===== src/rtl/serial_alu_seq.sv =====
// Bit-serial initiator for an external 1-bit ALU slice, LSB first.
// Optional zero output: define SERIAL_ALU_SEQ_ZERO_EN.
module serial_alu_seq #(
  parameter int WIDTH = 8
) (
  input  logic             clk,
  input  logic             rst,
  input  logic             start,
  input  logic [1:0]       op,
  input  logic [WIDTH-1:0] opa,
  input  logic [WIDTH-1:0] opb,
  output logic             busy,
  output logic             done,
  output logic [WIDTH-1:0] result,
  output logic             flag,
  output logic             alu_a,
  output logic             alu_b,
  output logic             alu_c,
  output logic [1:0]       alu_ctr,
  input  logic             alu_d,
  input  logic             alu_e
`ifdef SERIAL_ALU_SEQ_ZERO_EN
  ,
  output logic             zero
`endif
);

  localparam int CW = (WIDTH > 2) ? $clog2(WIDTH) : 1;

  localparam logic [1:0] IDLE = 2'd0;
  localparam logic [1:0] RUN  = 2'd1;
  localparam logic [1:0] DONE = 2'd2;

  logic [1:0]       state;
  logic [WIDTH-1:0] a_sh;
  logic [WIDTH-1:0] b_sh;
  logic [1:0]       op_q;
  logic             carry;
  logic [CW-1:0]    cnt;
  logic             run;
  logic             chain;
  logic             last;
  logic [WIDTH-1:0] res_nx;

  // Only add and borrow-chain propagate e into the next bit.
  assign chain  = ~op_q[0];
  assign run    = (state == RUN);
  assign last   = (cnt == CW'(WIDTH - 1));
  assign res_nx = {alu_d, result[WIDTH-1:1]};

  always_ff @(posedge clk) begin
    if (rst) begin
      state  <= IDLE;
      a_sh   <= '0;
      b_sh   <= '0;
      op_q   <= 2'b00;
      carry  <= 1'b0;
      cnt    <= '0;
      result <= '0;
      flag   <= 1'b0;
`ifdef SERIAL_ALU_SEQ_ZERO_EN
      zero   <= 1'b0;
`endif
    end else begin
      case (state)
        IDLE: begin
          if (start) begin
            a_sh  <= opa;
            b_sh  <= opb;
            op_q  <= op;
            carry <= 1'b0;
            cnt   <= '0;
            state <= RUN;
          end
        end
        RUN: begin
          result <= res_nx;
          a_sh   <= a_sh >> 1;
          b_sh   <= b_sh >> 1;
          carry  <= chain & alu_e;
          cnt    <= cnt + CW'(1);
          if (last) begin
            flag  <= chain & alu_e;
            state <= DONE;
`ifdef SERIAL_ALU_SEQ_ZERO_EN
            zero  <= (res_nx == '0);
`endif
          end
        end
        DONE: state <= IDLE;
        default: state <= IDLE;
      endcase
    end
  end

  assign busy    = (state != IDLE);
  assign done    = (state == DONE);
  assign alu_a   = run & a_sh[0];
  assign alu_b   = run & b_sh[0];
  assign alu_c   = run & carry;
  assign alu_ctr = op_q;

endmodule

===== config.mk =====
export PLATFORM = sky130hd
export DESIGN_NAME = serial_alu_seq
export DESIGN_NICKNAME = d
export VERILOG_FILES = /design/src/rtl/serial_alu_seq.sv
export SDC_FILE = /design/constraint.sdc
export NUM_CORES = 1
export LEC_CHECK = 0
export CAP_MARGIN = 20
export CORE_ASPECT_RATIO = 0.75
export CORE_UTILIZATION = 45
export DETAILED_ROUTE_END_ITERATION = 7
export PLACE_DENSITY = 0.78
export SETUP_SLACK_MARGIN = 0.15
export SLEW_MARGIN = 10
export SYNTH_ARGS = -nofsm -noshare
export SYNTH_HDL_FRONTEND = slang
export SYNTH_SLANG_ARGS = --single-unit

===== constraint.sdc =====
create_clock -name clk -period 1.8 [get_ports clk]
set_input_delay 0.27 -clock clk [delete_from_list [all_inputs] [get_ports clk]]
set_output_delay 0.27 -clock clk [all_outputs]
set_load 0.02 [all_outputs]

==> results of run 1 <==
==> per-layer routing <==
| layer | GRT usage | part of all wire | up-vias |
|---|---|---|---|
| met5 | 0 | 0 | - |
| met3 | 0.06473 | 0.044 | 5 |
| met4 | 0.1111 | 0.017 | 0 |
| met2 | 0.2987 | 0.47 | 27 |
| met1 | 0.2370 | 0.47 | 536 |
| li1 | - | - | 601 |
==> worst paths after layout <==
check	start	to	slack (ns)	cells past startpoint
worst min register to register	result[5]	result[4]	0.47	2
worst max register to register	state[0]	b_sh[2]	0.31	6
worst max-delay path	state[1]	busy	0.20	3
worst min-delay path	result[5]	result[4]	0.47	2
==> sequential cells by signal, summed over array words and instances (netlist names) <==
name and count:
a_sh 8, b_sh 8, result 8, cnt 3
alu_ctr 2, state 2, carry 1, flag 1
==> critical path, cell delays in order, from the launching register on <==
cell and delay [ns]:
dfxtp_1 0.32, buf_4 0.17, or2_2 0.27, clkdlybuf4s15_1 0.28
==> kinds of logic after synthesis <==
| logic type | Yosys count | synth area share |
|---|---|---|
| compound gates | 33 | 0.1829 |
| fa+ha+maj | 2 | 0.01709 |
| buf+inv | 15 | 0.06324 |
| flops | 33 | 0.4513 |
| mux | 17 | 0.1162 |
| simple gates | 54 | 0.1692 |
==> stage by stage <==
| step | power (uW) | util |
|---|---|---|
| after detailed placement | 1060 | 0.6160 |
| after global placement | 1047 | 0.6160 |
| after CTS | 1597 | 0.6433 |
| after global routing | 1661 | 0.6450 |
| final | 1586 | 0.6450 |
| after floorplan | 968.1 | - |
==> power groups by stage <==
| stage | combinational, uW | sequential, uW | clock, uW |
|---|---|---|---|
| floorplan | 159 | 809 | 0 |
| global placement | 242 | 806 | 0 |
| detailed placement | 250 | 809 | 0 |
| CTS | 249 | 793 | 555 |
| global route | 270 | 798 | 594 |
| finish | 249 | 793 | 544 |
==> layout make-up <==
class	instances	area share
Clock buffer	7	0.04432
Inverter	1	0.001927
Multi-Input combinational cell	106	0.3661
Sequential cell	33	0.3391
Tap cell	38	0.02441
Timing Repair Buffer	44	0.2241
==> placed cells by master, fill, tap and decap left out, types with 3 or more instances in the layout <==
cell / netlist / final
a21oi_1: 11 / 11
buf_4: 2 / 4
dlygate4sd2_1: 0 / 4
nand2_1: 17 / 17
a22oi_1: 3 / 3
a211oi_2: 10 / 10
dfxtp_1: 33 / 33
mux2i_1: 17 / 17
nor2b_1: 4 / 3
clkdlybuf4s50_1: 0 / 33
nand3b_1: 3 / 3
and2_1: 3 / 3
clkbuf_8: 0 / 6
a211oi_1: 5 / 5
nor2_1: 22 / 22
==> metrics.md, run 1 <==
| Metric | Value |
|---|---|
| Status | completed |
| Nets | 216 |
| Synthesized flop and latch total | 33 |
| Worst min path class | reg -> reg |
| Routed len/inst | 13.03 um |
| Peak VDD IR | 0.5040 mV |
| Synth async-reset ratio | 0 |
| Congestion Overflow GR | 0 |
| Clock Skew | 0.005241 ns |
| Clock latency on the worst-skew pair | 0.28 ns |
| FMAX | 0.6260 GHz |
| Starting Density | 0.4847 |
| Placed cells | 222 |
| Count of input and output buffers | 38 |
| Root buf cell | clkbuf_8 |
| CTS tree | yes |
| Chip width | 67.86 um |
| Multi-input logic area | 713.2 sq um |
| CTS clk-pin slew, worst paths | 0.06 ns |
| Switching Share | 0.2415 |
| Syn avg cell area | 9.506 sq um |
| Setup crit start kind | register |
| WS Path Type | reg -> out |
| Top-area cell type share of the netlist area | 0.4513 |
| Final hold vios | 0 |
| Setup TNS | 0 ns |
| Placed cell areas | 1861 sq um |
| DP Worst Slack | 0.1455 ns |
| Number of diodes | 0 |
| Synthesized instance count | 154 |
| Maxcap violations | 0 |
| Synth-to-Final Area Change | 33.08% |
| Combinational share of power | 0.157 |
| Routed WL | 2985 um |
| Pwr dens | 814.4 nW/um^2 |
| Top-count cell post-synth | dfxtp_1 |
| Gr usage total | 0.1950 |
| Sequential cell area | 660.6 sq um |
| Global-route wire length before repair | 4919 um |
| Clock Sinks | 33 |
| Die ar. | 3488 sq um |
| Drt first pass iters | 6 |
| Largest area contributor in the netlist | dfxtp_1 |
| Synth unique cells | 26 |
| Cell area after synthesis | 1464 sq um |
| Core area | 3020 sq um |
| Post-Syn Nets | 179 |
| Required @ worst endpoint | 1.53 ns |
| DRT iter0 DRCs | 39 |
| Net Sw Power | 383.1 uW |
| Layout cells sized above 1 | 0.1309 |
| DRC errors left | 0 |
| Post-synth EDFFs | 0 |
| Vias per cell | 5.105 |
| Initial antenna violation count | 0 |
| List of most frequent post-synthesis cells | dfxtp_1 (33), nor2_1 (22), mux2i_1 (17), nand2_1 (17), a21oi_1 (11) |
| Reg power frac | 0.500 |
| Leakage | 0.0007578 uW |
| CP Max Fanout | 11 |
| Warning count from the yosys run | 0 |
| Placer Congestion | 0.6197 |
| Unrepaired setup endpoints after global routing | yes |
| Worst rel slew slack | 0.7361 |
| Post-DP HPWL | 2097 um |
| Final Max Tran Viols | 0 |
| Via count | 1169 |
| Layout Cells excl Fill | 229 |
| H-tree levels | 2 |
| Maximum root-to-sink buffer count | 2 |
| Worst hold slack | 0.4678 ns |
| Hold buffer count at cts | 0 |
| Prevailing post-synth register cell | dfxtp_1 |
| Slew @ Worst Pin | 0.3959 ns |
| Row count | 17 |
| Post-CTS setup buffers | 0 |
| Die height | 51.40 um |
| CP arrival | 1.33 ns |
| Int Power | 1203 uW |
| Post-CTS sizing | 6 |
| Largest net degree at the start of global routing | 34 |
| Top Ports | 39 |
| Number of fill cells | 252 |
| Min cycle time layout | 1.598 ns |
| Final setup violating endpoints | 0 |
| Detail Route Antenna Nets | 0 |
| Crit path capture type | output port |
| Clock power frac | 0.343 |
| Top post-synthesis cells by area | dfxtp_1 (45%), mux2i_1 (12%), a211oi_2 (8.5%) |
| Setup WS post-layout | 0.2025 ns |
| Finished Cell Area | 1948 sq um |
| Register area share after synthesis | 0.4513 |
| Num CTS Buffers | 5 |
| Fin crit share | 0.8875 |
| Vias in the first global route | 1141 |
Note: power is estimated with default switching activity, not from simulation.
==> run 2, diff against run 1 <==
- CORE_MARGIN: not set -> 2
==> metrics.md, run 2 (synthesized netlist as in run 1, its figures left out) <==
| Metric | Value |
|---|---|
| Status | completed |
| Initial antenna violation count | 0 (unchanged) |
| Multi-input logic area | 713.2 sq um (unchanged) |
| Hold buffer count at cts | 0 (unchanged) |
| DRC errors left | 0 (unchanged) |
| Setup TNS | 0 ns (unchanged) |
| Crit path capture type | output port |
| Final core utilization | 0.6450 (unchanged) |
| Most frequent cells in the layout | dfxtp_1 (33), clkdlybuf4s50_1 (33), nor2_1 (22) |
| Vias per cell | 5.092 (-0.26%) |
| H-tree levels | 2 (unchanged) |
| Via count | 1166 (-0.26%) |
| Setup crit start kind | register |
| Largest registers | a_sh x8, b_sh x8, result x8 |
| Number of diodes | 0 (unchanged) |
| CTS clk-pin slew, worst paths | 0.06 ns (about the same) |
| Num CTS Buffers | 5 (unchanged) |
| Layout cells sized above 1 | 0.1361 (+0.005236) |
| Required @ worst endpoint | 1.53 ns (about the same) |
| Unrepaired setup endpoints after global routing | yes |
| Worst rel slew slack | 0.7313 (-0.004751) |
| CP arrival | 1.35 ns (+0.02 ns) |
| Final setup violating endpoints | 0 (unchanged) |
| Die height | 53.40 um (+3.9%) |
| Placer Congestion | 0.6785 (+9.5%) |
| R2R cell count | 5 (-1) |
| Pwr dens | 813.7 nW/um^2 (about the same) |
| WS Path Type | reg -> out |
| Count of input and output buffers | 38 (unchanged) |
| Core area | 3020 sq um (unchanged) |
| Chip width | 69.86 um (+2.9%) |
| Min cycle time layout | 1.616 ns (+0.01856 ns) |
| DRT iter0 DRCs | 43 (+10%) |
| Maxcap violations | 0 (unchanged) |
| Nets | 216 (unchanged) |
| Die ar. | 3730 sq um (+7.0%) |
| Global-route wire length before repair | 5388 um (+9.5%) |
| Worst min path class | reg -> reg |
| Starting Density | 0.4847 (unchanged) |
| Number of fill cells | 249 (-1.2%) |
| Drt first pass iters | 4 (-2) |
| Peak VDD IR | 0.4665 mV (-7.4%) |
| Top Ports | 39 (unchanged) |
| Worst hold slack | 0.4597 ns (-0.008132 ns) |
| Final Max Tran Viols | 0 (unchanged) |
| Row count | 17 (unchanged) |
| Congestion Overflow GR | 0 (unchanged) |
| Hold Path Depth | 2 (unchanged) |
| Routed len/inst | 13.49 um (+3.5%) |
| CP Max Fanout | 17 (+6) |
| Fin crit share | 0.8978 (+0.01031) |
| CTS tree | yes |
| Detail Route Antenna Nets | 0 (unchanged) |
| Routed WL | 3089 um (+3.5%) |
| Clock Sinks | 33 (unchanged) |
| Largest net degree at the start of global routing | 34 (unchanged) |
| Final hold vios | 0 (unchanged) |
| Synth-to-Final Area Change | 33.08% (unchanged) |
| Root buf cell | clkbuf_8 |
| Clock Skew | 0.002227 ns (-0.003013 ns) |
| Slew @ Worst Pin | 0.4030 ns (+0.007126 ns) |
| Clock latency on the worst-skew pair | 0.28 ns (about the same) |
| FMAX | 0.6188 GHz (-1.1%) |
| Maximum root-to-sink buffer count | 2 (unchanged) |
| Vias in the first global route | 1230 (+7.8%) |
| Sequential cell area | 660.6 sq um (unchanged) |
| Leakage | 0.0007498 uW (-1.1%) |
| Gr usage total | 0.1893 (-0.005751) |
| Post-DP HPWL | 2233 um (+6.5%) |
## run 2: routing by layer
layer | routed length [um] | GRT usage | part of all wire
met1 | 1380 | 0.2208 | 0.45
met2 | 1535 | 0.3317 | 0.50
met3 | 123 | 0.04952 | 0.040
met4 | 51 | 0.08654 | 0.017
met5 | 0 | 0 | 0
## run 2: timing repair
item                                    in CTS  in global routing
setup buffers                                0                  0
endpoints found under the setup margin       5                  3
resized for setup                            8                  2
pin swaps                                    0                  0
## run 2: final timing paths
check / startpoint / endpoint / slack (ns)
setup / recovery: state[0] / busy / 0.18
hold / removal: flag / flag / 0.46
setup reg to reg: state[0] / a_sh[5] / 0.48
hold reg to reg: flag / flag / 0.46
## run 2: layout make-up
| type | instances | area share |
|---|---|---|
| multi-input combinational | 106 | 0.3661 |
| sequential | 33 | 0.3391 |
| timing repair buffer | 44 | 0.2241 |
| clock buffer | 7 | 0.04432 |
| tap | 38 | 0.02441 |
| inverter | 1 | 0.001927 |
## run 2: worst max-delay path, cell delays in order, from the launching register on
cell	delay, ns
dfxtp_1	0.31
buf_4	0.20
or2_2	0.30
clkdlybuf4s15_2	0.25
## run 2: report_power, final
| part | switching [uW] | total, uW | leakage, uW | internal, uW |
|---|---|---|---|---|
| logic | 120 | 249 | 0.000435 | 129 |
| clock network | 240 | 543 | 0.0000443 | 303 |
| registers | 21.6 | 793 | 0.000271 | 772 |
| total | 382 | 1590 | 0.000750 | 1200 |
## run 2: per-stage QoR
stage | cell area (sq um) | std cells | power (uW) | worst slack [ns]
after floorplan | 1464 | 154 | 968.1 | 0.4531
after global placement | 1861 | 222 | 1047 | 0.1705
after detailed placement | 1861 | 222 | 1062 | 0.1076
after CTS | 1946 | 229 | 1604 | 0.1642
after global routing | 1948 | 229 | 1665 | 0.1333
final | 1948 | 229 | 1585 | 0.1839
